## config.mk

```make
export PLATFORM = sky130hd
export DESIGN_NAME = core_sequencer
export DESIGN_NICKNAME = d
export VERILOG_FILES = /design/src/rtl/core_sequencer.sv
export SDC_FILE = /design/constraint.sdc
export NUM_CORES = 1
export LEC_CHECK = 0
export CORE_MARGIN = 2
export CORE_UTILIZATION = 35
export DETAILED_ROUTE_END_ITERATION = 10
export PLACE_DENSITY = 0.77
export SLEW_MARGIN = 20
export SYNTH_ARGS = -nofsm -noshare
export SYNTH_HDL_FRONTEND = slang
export SYNTH_SLANG_ARGS = --single-unit
```

## constraint.sdc

```tcl
create_clock -name clk -period 2.3 [get_ports clk]
set_input_delay 0.345 -clock clk [delete_from_list [all_inputs] [get_ports clk]]
set_output_delay 0.345 -clock clk [all_outputs]
set_load 0.02 [all_outputs]
```

## src/rtl/core_sequencer.sv

```systemverilog
// ---------------------------------------------------------------------------
// core_sequencer
// Multi-cycle instruction sequencer: FETCH -> DECODE -> EXECUTE -> (MEM) -> WB.
// Steers the instruction fetch handshake, the data memory handshake, the
// register-file write and the PC update, and holds the architectural NZCV
// flags in cpsr.
//
// Ports
//   clk, rst_n            core clock, asynchronous active-low reset
//   stall                 external hold, only looked at in FETCH
//   imem_req / imem_ack   instruction fetch handshake
//   ir_load               instruction-register load, same cycle as the ack
//   op_flags[6:0]         decoded flags {ret,call,str,ld,jmp,cmp,alu}
//   taken                 condition result for the current instruction
//   nzcv_in[3:0]          comparator flags, captured by cmp
//   cpsr[31:0]            {28'd0, nzcv}
//   dmem_req / dmem_we / dmem_ack   data memory handshake
//   reg_we, reg_wsel[1:0] register write enable and source (0 ALU, 1 load)
//   pc_we, pc_sel[1:0]    PC update strobe and source (0 PC+1, 1 target,
//                         RET_SEL return data)
//   retired               one pulse per completed instruction
//   state[2:0]            current FSM state, for debug
// ---------------------------------------------------------------------------
module core_sequencer #(
  parameter logic [1:0] RET_SEL = 2'd2
) (
  input  logic        clk,
  input  logic        rst_n,
  input  logic        stall,
  output logic        imem_req,
  input  logic        imem_ack,
  output logic        ir_load,
  input  logic [6:0]  op_flags,
  input  logic        taken,
  input  logic [3:0]  nzcv_in,
  output logic [31:0] cpsr,
  output logic        dmem_req,
  output logic        dmem_we,
  input  logic        dmem_ack,
  output logic        reg_we,
  output logic [1:0]  reg_wsel,
  output logic        pc_we,
  output logic [1:0]  pc_sel,
  output logic        retired,
  output logic [2:0]  state
);

  typedef enum logic [2:0] {
    FETCH   = 3'd0,
    DECODE  = 3'd1,
    EXECUTE = 3'd2,
    MEM     = 3'd3,
    WB      = 3'd4
  } state_t;

  typedef enum logic [2:0] {
    OP_NOP, OP_ALU, OP_CMP, OP_JMP, OP_LD, OP_STR, OP_CALL, OP_RET
  } op_t;

  // Write-back controls, packed so they can be loaded in one assignment.
  typedef struct packed {
    logic       reg_we;
    logic [1:0] reg_wsel;
    logic [1:0] pc_sel;
  } wb_ctl_t;

  state_t     state_q;
  op_t        op_q;
  op_t        op_next;
  logic       taken_q;
  logic [3:0] nzcv_q;
  logic       run_q;   // low in reset and for the first cycle after it

  // Highest-priority flag wins; everything below it is ignored.
  function automatic op_t resolve_op(input logic [6:0] f);
    if      (f[6]) return OP_RET;
    else if (f[5]) return OP_CALL;
    else if (f[4]) return OP_STR;
    else if (f[3]) return OP_LD;
    else if (f[2]) return OP_JMP;
    else if (f[1]) return OP_CMP;
    else if (f[0]) return OP_ALU;
    else           return OP_NOP;
  endfunction

  function automatic logic is_mem(input op_t op);
    return (op == OP_LD) || (op == OP_STR) || (op == OP_CALL) || (op == OP_RET);
  endfunction

  function automatic logic is_write(input op_t op);
    return (op == OP_STR) || (op == OP_CALL);
  endfunction

  function automatic wb_ctl_t wb_ctl(input op_t op, input logic tk);
    wb_ctl_t c;
    c = '0;
    case (op)
      OP_ALU:  c.reg_we = 1'b1;
      OP_LD:   begin c.reg_we = 1'b1; c.reg_wsel = 2'd1; end
      OP_CALL: c.pc_sel = 2'd1;
      OP_JMP:  c.pc_sel = tk ? 2'd1 : 2'd0;
      OP_RET:  c.pc_sel = RET_SEL;
      default: c = '0;
    endcase
    return c;
  endfunction

  assign op_next = resolve_op(op_flags);

  // The fetch handshake has to react in the same cycle as stall and
  // imem_ack, so these two are decoded rather than registered. run_q keeps
  // them low while reset is asserted and until the first edge after it.
  assign imem_req = run_q && (state_q == FETCH) && !stall;
  assign ir_load  = imem_req && imem_ack;

  assign cpsr  = {28'd0, nzcv_q};
  assign state = state_q;

  // NOTE: every register here uses non-blocking assignment so all of them
  // update from the same pre-edge values, whatever order they are written in.
  always_ff @(posedge clk or negedge rst_n) begin
    if (!rst_n) begin
      state_q  <= FETCH;
      op_q     <= OP_NOP;
      taken_q  <= 1'b0;
      nzcv_q   <= 4'd0;
      run_q    <= 1'b0;
      dmem_req <= 1'b0;
      dmem_we  <= 1'b0;
      reg_we   <= 1'b0;
      reg_wsel <= 2'd0;
      pc_we    <= 1'b0;
      pc_sel   <= 2'd0;
      retired  <= 1'b0;
    end else begin
      run_q <= 1'b1;
      // Write-back strobes last exactly one cycle unless re-entered below.
      pc_we    <= 1'b0;
      retired  <= 1'b0;
      reg_we   <= 1'b0;
      reg_wsel <= 2'd0;
      pc_sel   <= 2'd0;

      case (state_q)
        FETCH: begin
          if (ir_load) state_q <= DECODE;
        end
        DECODE: begin
          state_q <= EXECUTE;
        end
        EXECUTE: begin
          op_q    <= op_next;
          taken_q <= taken;
          if (op_next == OP_CMP) nzcv_q <= nzcv_in;
          if (is_mem(op_next)) begin
            state_q  <= MEM;
            dmem_req <= 1'b1;
            dmem_we  <= is_write(op_next);
          end else begin
            state_q <= WB;
            {reg_we, reg_wsel, pc_sel} <= wb_ctl(op_next, taken);
            pc_we   <= 1'b1;
            retired <= 1'b1;
          end
        end
        MEM: begin
          if (dmem_ack) begin
            state_q  <= WB;
            dmem_req <= 1'b0;
            dmem_we  <= 1'b0;
            {reg_we, reg_wsel, pc_sel} <= wb_ctl(op_q, taken_q);
            pc_we   <= 1'b1;
            retired <= 1'b1;
          end
        end
        WB: begin
          state_q <= FETCH;
        end
        default: begin
          // Unused encodings recover to FETCH with the data port idle.
          state_q  <= FETCH;
          dmem_req <= 1'b0;
          dmem_we  <= 1'b0;
        end
      endcase
    end
  end

endmodule

```

# Yosys cells after proc, flatten, opt, wreduce, memory -nomap -nowiden
# Cells that the tools add are included.
# op_classes
reduce_logical	15
eq_ne	19
muxes	36
bitwise_logic	1
# op_table
op	n
== test 3 bit, second input constant	8
two-way mux 3 bit	7
two-way mux 1 bit	16
== test 3 x 2 -> 1 bit, second input constant	5
one-hot mux 2 bit (3 select lines)	2
one-hot mux 3 bit (4 select lines)	1
== test 3 x 1 -> 1 bit, second input constant	3
two-way mux 2 bit	4
!= test 2 bit, second input constant	3
one-hot mux 1 bit (2 select lines)	3
one-hot mux 1 bit (3 select lines)	2
logical OR 1 bit	4
one-hot mux 2 bit (2 select lines)	1
AND reduction 2 bit	2
OR reduction 2 bit	2
logical AND 1 bit	3
logical NOT 3 bit	1
AND reduction 3 bit	1
OR reduction 3 bit	1
logical NOT 1 bit	1
inverter 1 bit	1
# totals
inputBits	17
elab_cells	82
output_inout_bits	46
reg_bits	20

# Depth between registers and ports, before layout
# Gate-level depths: netlist of run 1.
# depth
ltp_word	13
depth_mapped	6

# Worst setup path before layout of run 1
# Ideal clock, no wire load.
# synth_timing
path_type	reg-to-reg
startpoint	register state_q[0] (netlist: state[0])
endpoint	register nzcv_q[0]
arrival_ns	1.697
slack_ns	0.478
setup_ns	0.125
required_time_ns	2.175
path_stages_with_launch	7
cell_sequence	dfrtp_1 -> buf_2 -> or3b_1 -> buf_2 -> nor2_8 -> nand4_4 -> mux2_4
# synth_via
elab_chain_cells	2
# synth_lines
element	line	source
start: declaration	67	state_t state_q;
start signal: assignment	123	state_q <= FETCH;
start signal: assignment	146	if (ir_load) state_q <= DECODE;
start signal: assignment	149	state_q <= EXECUTE;
== test 3 x 2 -> 1 bit	144	case (state_q)
AND reduction 2 bit (no line)	n/a	
end signal: assignment	154	if (op_next == OP_CMP) nzcv_q <= nzcv_in;
end: declaration	71	logic [3:0] nzcv_q;
# Every way passes these cells.
# A chain may end at the register's enable or synchronous reset.

# Worst setup path after layout of run 1
# layout_timing
startpoint	register state_q[2] (netlist: state[2])
endpoint	output port ir_load
# layout_via
elab_chain_cells	4
# layout_lines
element	line	source
logical NOT 3 bit	113	assign imem_req = run_q && (state_q == FETCH) && !stall;
logical AND 1 bit (2 in series)	113	
logical AND 1 bit	114	assign ir_load = imem_req && imem_ack;
end: declaration	32	output logic ir_load,
# Every way passes these cells.

==> metrics.md, run 1 <==
| Metric | Value |
|---|---|
| Status | `finished, final reports clean` |
| Via/cell ratio | `4.242` |
| Initial core utilization | `35.96%` |
| Crit path max fanout | `12` |
| Fin cells | `207` |
| CP Class | `reg -> out` |
| Peak VDD IR | `284.7 µV` |
| Die extent in x | `62.09 µm` |
| Clk Latency, worst-skew pair | `0.31 ns` |
| Final #Nets | `179` |
| Die Height | `62.09 µm` |
| CTS tree | `done` |
| Clock Pin Slew Worst Setup and Hold Paths | `0.11 ns` |
| Ys async rst share | `100.0%` |
| DRC errors left | `0` |
| Fraction of layout cells with a size suffix above 1 | `11.80%` |
| Global-route wire length before repair | `3270 µm` |
| Worst min path class | `in -> async` |
| Post-DP HPWL | `1736 µm` |
| Ports | `63` |
| Worst endpoint data arrival time | `1.80 ns` |
| Top FF cell, synth | `dfrtp_1` |
| Vias in the first global route | `758` |
| Finished layout cell area | `1500 µm²` |
| Synth Cell Area | `1181 µm²` |
| Setup TNS | `0 ns` |
| Routed wire length | `2090 µm` |
| IO Port Bufs | `33` |
| Final Worst Setup Slack | `0.1565 ns` |
| Global-route track usage on met2 | `19.05%` |
| Layout area overhead | `27.01%` |
| Die area | `3855 µm²` |
| PnR Total Power | `1.399 mW` |
| Area after DPL | `1473 µm²` |
| Fmax | `466.5 MHz` |
| Post-synth EDFFs | `0` |
| # resized after CTS | `0` |
| H-tree depth | `1` |
| RSZ-0062 raised after global routing | `false` |
| Diodes inserted | `0` |
| Worst Path Required | `1.96 ns` |
| Worst R2R Setup Slack | `0.40 ns` |
| Cell Pwr Density | `932.4 nW/µm²` |
| GR Overflow Total | `0` |
| Seq/Total Area, Yosys | `40.25%` |
| Combinational fraction of design power | `48.8%` |
| Mean post-synth cell area | `9.525 µm²` |
| CP Capture Type | `primary output` |
| CTS root buffer | `clkbuf_4` |
| Synth Instances | `124` |
| Largest net degree at the start of global routing | `20` |
| Reg area | `475.5 µm²` |
| Sequential power share | `38.7%` |
| DR pass1 iterations | `4` |
| Post-route minimum period | `2.143 ns` |
| Startpoint Class | `register` |
| Core Footprint | `3284 µm²` |
| Drt initial violations | `21` |
| Placed cell count | `203` |
| Multi-input gate area | `556.8 µm²` |
| Row Count | `21` |
| DR vias | `878` |
| Gr busiest metal | `met2` |
| YS warnings | `0` |
| Reg2reg start | `state[2]$_DFFE_PN0P_` |
| M3 GR Usage | `1.449%` |
| WL/cell | `10.10 µm` |
| TritonCTS Sinks | `19` |
| GRT met1 Usage | `15.01%` |
| Final setup viols | `0` |
| Total CTS buffers | `3` |
| Tcrit/Tclk final | `93.20%` |
| Reg2reg end | `nzcv_q[2]$_DFFE_PN0P_` |
| Critical path startpoint | `state[2]$_DFFE_PN0P_` |
| Reg2Reg Depth | `4` |
| Cts hold-fix bufs | `0` |
| Fin. max-slew vios | `0` |
| Yosys reg bits | `19` |
| Clock tree buffer depth | `2` |
| Place WS | `0.1291 ns` |
| Post-detailed-route count of antenna-violating nets | `0` |
| Gpl congestion | `0.7893` |
| Skew final | `0.001273 ns` |
| Cell leakage power | `0.6932 nW` |
| Switching share of power | `40.87%` |
| Total GRT Usage | `11.69%` |
| Antenna violations before repair | `0` |
| Cell-internal power | `0.8271 mW` |
| Clk pwr share | `12.6%` |
| Total of max-cap violations | `0` |
| Post-CTS Setup Bufs | `0` |
| Psw | `0.5717 mW` |
| Fill cells | `324` |
| Cell variety after synth | `33` |
| Final hold vios | `0` |
## cell type report
class / count / share of cell area [%]
inverter: 2 / 0.5004
sequential: 19 / 31.69
clock buffer: 3 / 1.501
tap: 46 / 3.837
timing repair buffer: 39 / 25.02
clock inverter: 1 / 0.3336
multi-input combinational: 97 / 37.11
## layout by cell type, fill, tap and decap left out, types with 2 or more instances in the layout
| master | count |
|---|---|
| mux2_4 | 4 |
| nor3_1 | 5 |
| dfrtp_1 | 19 |
| nand2b_1 | 2 |
| nand3_1 | 2 |
| clkbuf_4 | 3 |
| clkdlybuf4s50_1 | 33 |
| a21oi_1 | 4 |
| inv_1 | 2 |
| buf_4 | 6 |
| nor2b_1 | 2 |
| conb_1 | 30 |
| nand2_1 | 9 |
| nor4_1 | 3 |
| nor2_1 | 8 |
| o21ai_0 | 10 |
| nand3b_1 | 2 |
## synth_stat cells (all sizes together) (2+ instances only)
master   n  area share (%)
nor2     9             4.2
nand2b   2             1.1
inv      2            0.64
dfrtp   19              40
o21ai   10             4.2
nor3     5             2.1
nand2    9             2.9
buf     33              21
nor4     3             1.6
a21oi    4             1.7
nand3    2            0.85
nor2b    2             1.1
conb     2            0.64
mux2     5             6.0
nand3b   2             1.3
## layer usage
layer  part of all wire [%]  wire [µm]
met1                     42        886
met3                    7.0        146
met5                      0          0
met4                    2.7         57
met2                     48        999
## state kept, by name, indices dropped and copies added, names as in the netlist
name and flops:
nzcv_q 4, op_q 3, state 3, pc_sel 2, dmem_req 1, dmem_we 1, reg_we 1, reg_wsel 1
retired 1, run_q 1, taken_q 1
## worst max-delay path: stages, from the launching register on
cell	delay, ns
dfrtp_1	0.51
nor4_1	0.32
clkdlybuf4s50_1	0.65
## cell families after synthesis
kind of cell | synth area share, %
flops | 40.25
mux | 6.038
other cells | 0.6358
compound gates | 9.959
xor+xnor | 0.7417
simple gates | 20.87
buf+inv | 21.50
## worst max-delay path by stage
stage	end	slack [ns]	cells after the start
detailed placement	nzcv_q[1]$_DFFE_PN0P_	0.13	5
finish	ir_load	0.16	2
floorplan	nzcv_q[0]$_DFFE_PN0P_	0.48	6
global placement	nzcv_q[2]$_DFFE_PN0P_	0.18	5
global route	ir_load	0.07	2
CTS	ir_load	0.14	2
## through the flow
step	utilization [%]	hold slack (ns)
CTS	45.68	0.3504
finish	45.68	0.3422
detailed placement	44.84	0.4746
global route	45.68	0.3658
global placement	44.84	0.4672
floorplan	-	0.04941
## power groups by stage
stage / Clock [mW] / Sequential (mW) / Combinational (mW)
after floorplan: 0 / 0.599 / 0.411
after global placement: 0 / 0.546 / 0.672
after detailed placement: 0 / 0.545 / 0.687
after CTS: 0.178 / 0.539 / 0.689
after global routing: 0.185 / 0.558 / 0.744
final: 0.176 / 0.541 / 0.682
(Power assumes the default switching activity.)
==> run 2: changes to the inputs <==
- SKIP_CTS_REPAIR_TIMING: not set -> 1
==> results of run 2 <==
Final layout, timing and power as in run 1 (identical DEF).
==> run 3: changes to the inputs <==
- CORE_ASPECT_RATIO: not set -> 1.2
- REMOVE_ABC_BUFFERS: not set -> 1
==> run 3 against run 2 <==
Effect of this change:
- power is 3.2% higher
- register-to-register slack gained 0.02 ns
- first-iteration DRC count is 38% lower
- final cell count is 4.3% lower
- die area barely moved
- sequential cell count stayed put
- combinational power fell by 3%
- critical path depth is 2 higher
- sequential share of layout area decreased by 0.16 points
- core utilization increased by 0.28 points
- fmax up 0.88%
- sequential power rose by 2%
==> metrics.md, run 3 (same netlist as run 1, synthesis figures left out) <==
| Metric | Value |
|---|---|
| Sequential power share | `38.2%` |
| Vias in the first global route | `810` |
| Worst min path class | `in -> async` |
| TritonCTS Sinks | `19` |
| DR vias | `888` |
| Combinational fraction of design power | `46.0%` |
| Final #Nets | `179` |
| Multi-input gate area | `556.8 µm²` |
| Setup TNS | `0 ns` |
| Gpl congestion | `0.8555` |
| Post-DP HPWL | `1685 µm` |
| Final hold vios | `0` |
| Cell-internal power | `0.8763 mW` |
| Psw | `0.5672 mW` |
| CP cell instances | `clkdlybuf4s50_1 -> nand3b_1 -> nor4_1 -> clkdlybuf4s50_1` |
| Global-route wire length before repair | `3684 µm` |
| H-tree depth | `1` |
| Cell Pwr Density | `957.4 nW/µm²` |
| Worst endpoint data arrival time | `1.78 ns` |
| Post-detailed-route count of antenna-violating nets | `0` |
| Fraction of layout cells with a size suffix above 1 | `11.80%` |
| DR pass1 iterations | `4` |
| WL/cell | `10.92 µm` |
| Most common cell after layout, fill and taps aside | `clkdlybuf4s50_1` |
| Layout area overhead | `27.65%` |
| CP peak stage delay | `0.67 ns` |
| Worst hold slack | `0.4258 ns` |
| Switching share of power | `39.29%` |
| Tcrit/Tclk final | `92.38%` |
| Clock tree buffer depth | `2` |
| Diodes inserted | `0` |
| IO Port Bufs | `33` |
| Cell leakage power | `0.7014 nW` |
| Die Height | `67.64 µm` |
| Antenna violations before repair | `0` |
| Clk pwr share | `15.8%` |
| CTS tree | `done` |
| Die area | `3857 µm²` |
| Total of max-cap violations | `0` |
| Total CTS buffers | `3` |
| CP Capture Type | `primary output` |
| Via/cell ratio | `4.485` |
| Status | `finished, final reports clean` |
| Fmax | `470.6 MHz` |
| Row Count | `23` |
| Total GRT Usage | `12.24%` |
| DRC errors left | `0` |
| Fin. max-slew vios | `0` |
| Crit path max fanout | `2` |
| Skew final | `0.003677 ns` |
| Largest Register | `nzcv_q` |
| CP Class | `in -> out` |
| Clock Pin Slew Worst Setup and Hold Paths | `0.07 ns` |
| Initial core utilization | `36.00%` |
| Most frequent cells in the layout | `33 x clkdlybuf4s50_1, 30 x conb_1, 19 x dfrtp_1, 10 x o21ai_0, 9 x nand2_1` |
| Startpoint Class | `input pin` |
| Ports | `63` |
| Worst Path Required | `1.96 ns` |
| Slowest-stage cell, CP | `clkdlybuf4s50_1` |
| Clk Latency, worst-skew pair | `0.25 ns` |
| RSZ-0062 raised after global routing | `false` |
| Routed wire length | `2163 µm` |
| Drt initial violations | `13` |
| Largest net degree at the start of global routing | `20` |
| Core Footprint | `3281 µm²` |
| Worst path most repeated cell | `clkdlybuf4s50_1` |
| GR Overflow Total | `0` |
| Peak VDD IR | `451.8 µV` |
| Die extent in x | `57.03 µm` |
| CTS root buffer | `clkbuf_8` |
| Reg area | `475.5 µm²` |
| Largest register FFs | `4` |
| Final setup viols | `0` |
| Post-route minimum period | `2.125 ns` |
| Fill cells | `315` |
run 3: final timing paths:
| path | slack (ns) | to | depth (start not counted) | from |
|---|---|---|---|---|
| worst max-delay path | 0.18 | ir_load | 4 | stall |
| worst min-delay path | 0.43 | op_q[2]$_DFFE_PN0P_ | 2 | rst_n |
| worst max register to register | 0.42 | nzcv_q[0]$_DFFE_PN0P_ | 4 | state[1]$_DFFE_PN0P_ |
| worst min register to register | 0.49 | taken_q$_DFFE_PN0P_ | 2 | taken_q$_DFFE_PN0P_ |
| max in group asynchronous | 1.67 | op_q[1]$_DFFE_PN0P_ | 2 | rst_n |
| min in group clk | 0.49 | taken_q$_DFFE_PN0P_ | 2 | taken_q$_DFFE_PN0P_ |
run 3: through the flow:
stage | total power, mW | std cells | setup WS, ns | instance area, µm² | utilization (%)
2_1_floorplan | 0.9372 | 118 | 0.4738 | 1040 | -
3_5_place_dp | 1.224 | 194 | 0.1477 | 1461 | 44.55
3_3_place_gp | 1.212 | 194 | 0.1846 | 1461 | 44.55
6_report | 1.443 | 198 | 0.1752 | 1508 | 45.96
5_1_grt | 1.553 | 198 | 0.06430 | 1508 | 45.96
4_1_cts | 1.454 | 198 | 0.1776 | 1508 | 45.96
run 3: per-layer routing:
metal | up-vias | wire, µm | GRT usage [%]
li1 | 431 | - | -
met2 | 37 | 1097 | 21.98
met4 | 0 | 49 | 6.105
met1 | 415 | 901 | 14.59
met3 | 5 | 115 | 1.149
met5 | - | 0 | 0
run 3: area by class of cell:
cell class              count  area share, %
inverters                   2         0.4979
multi-input cells          97          36.93
clock buffers               3          2.739
flip-flops and latches     19          31.54
well taps                  37          3.071
clock inverters             1         0.3319
repair buffers             39          24.90
run 3: power groups by stage:
stage	logic (mW)	registers (mW)	clock network, mW
global route	0.728	0.574	0.251
CTS	0.668	0.553	0.233
finish	0.664	0.551	0.229
floorplan	0.300	0.638	0
detailed placement	0.665	0.558	0
global placement	0.656	0.556	0
run 3: critical path, delay by kind of cell:
family	cells	cell delay, ns
buffers and inverters	2	1.08
and+or+nand+nor	2	0.36
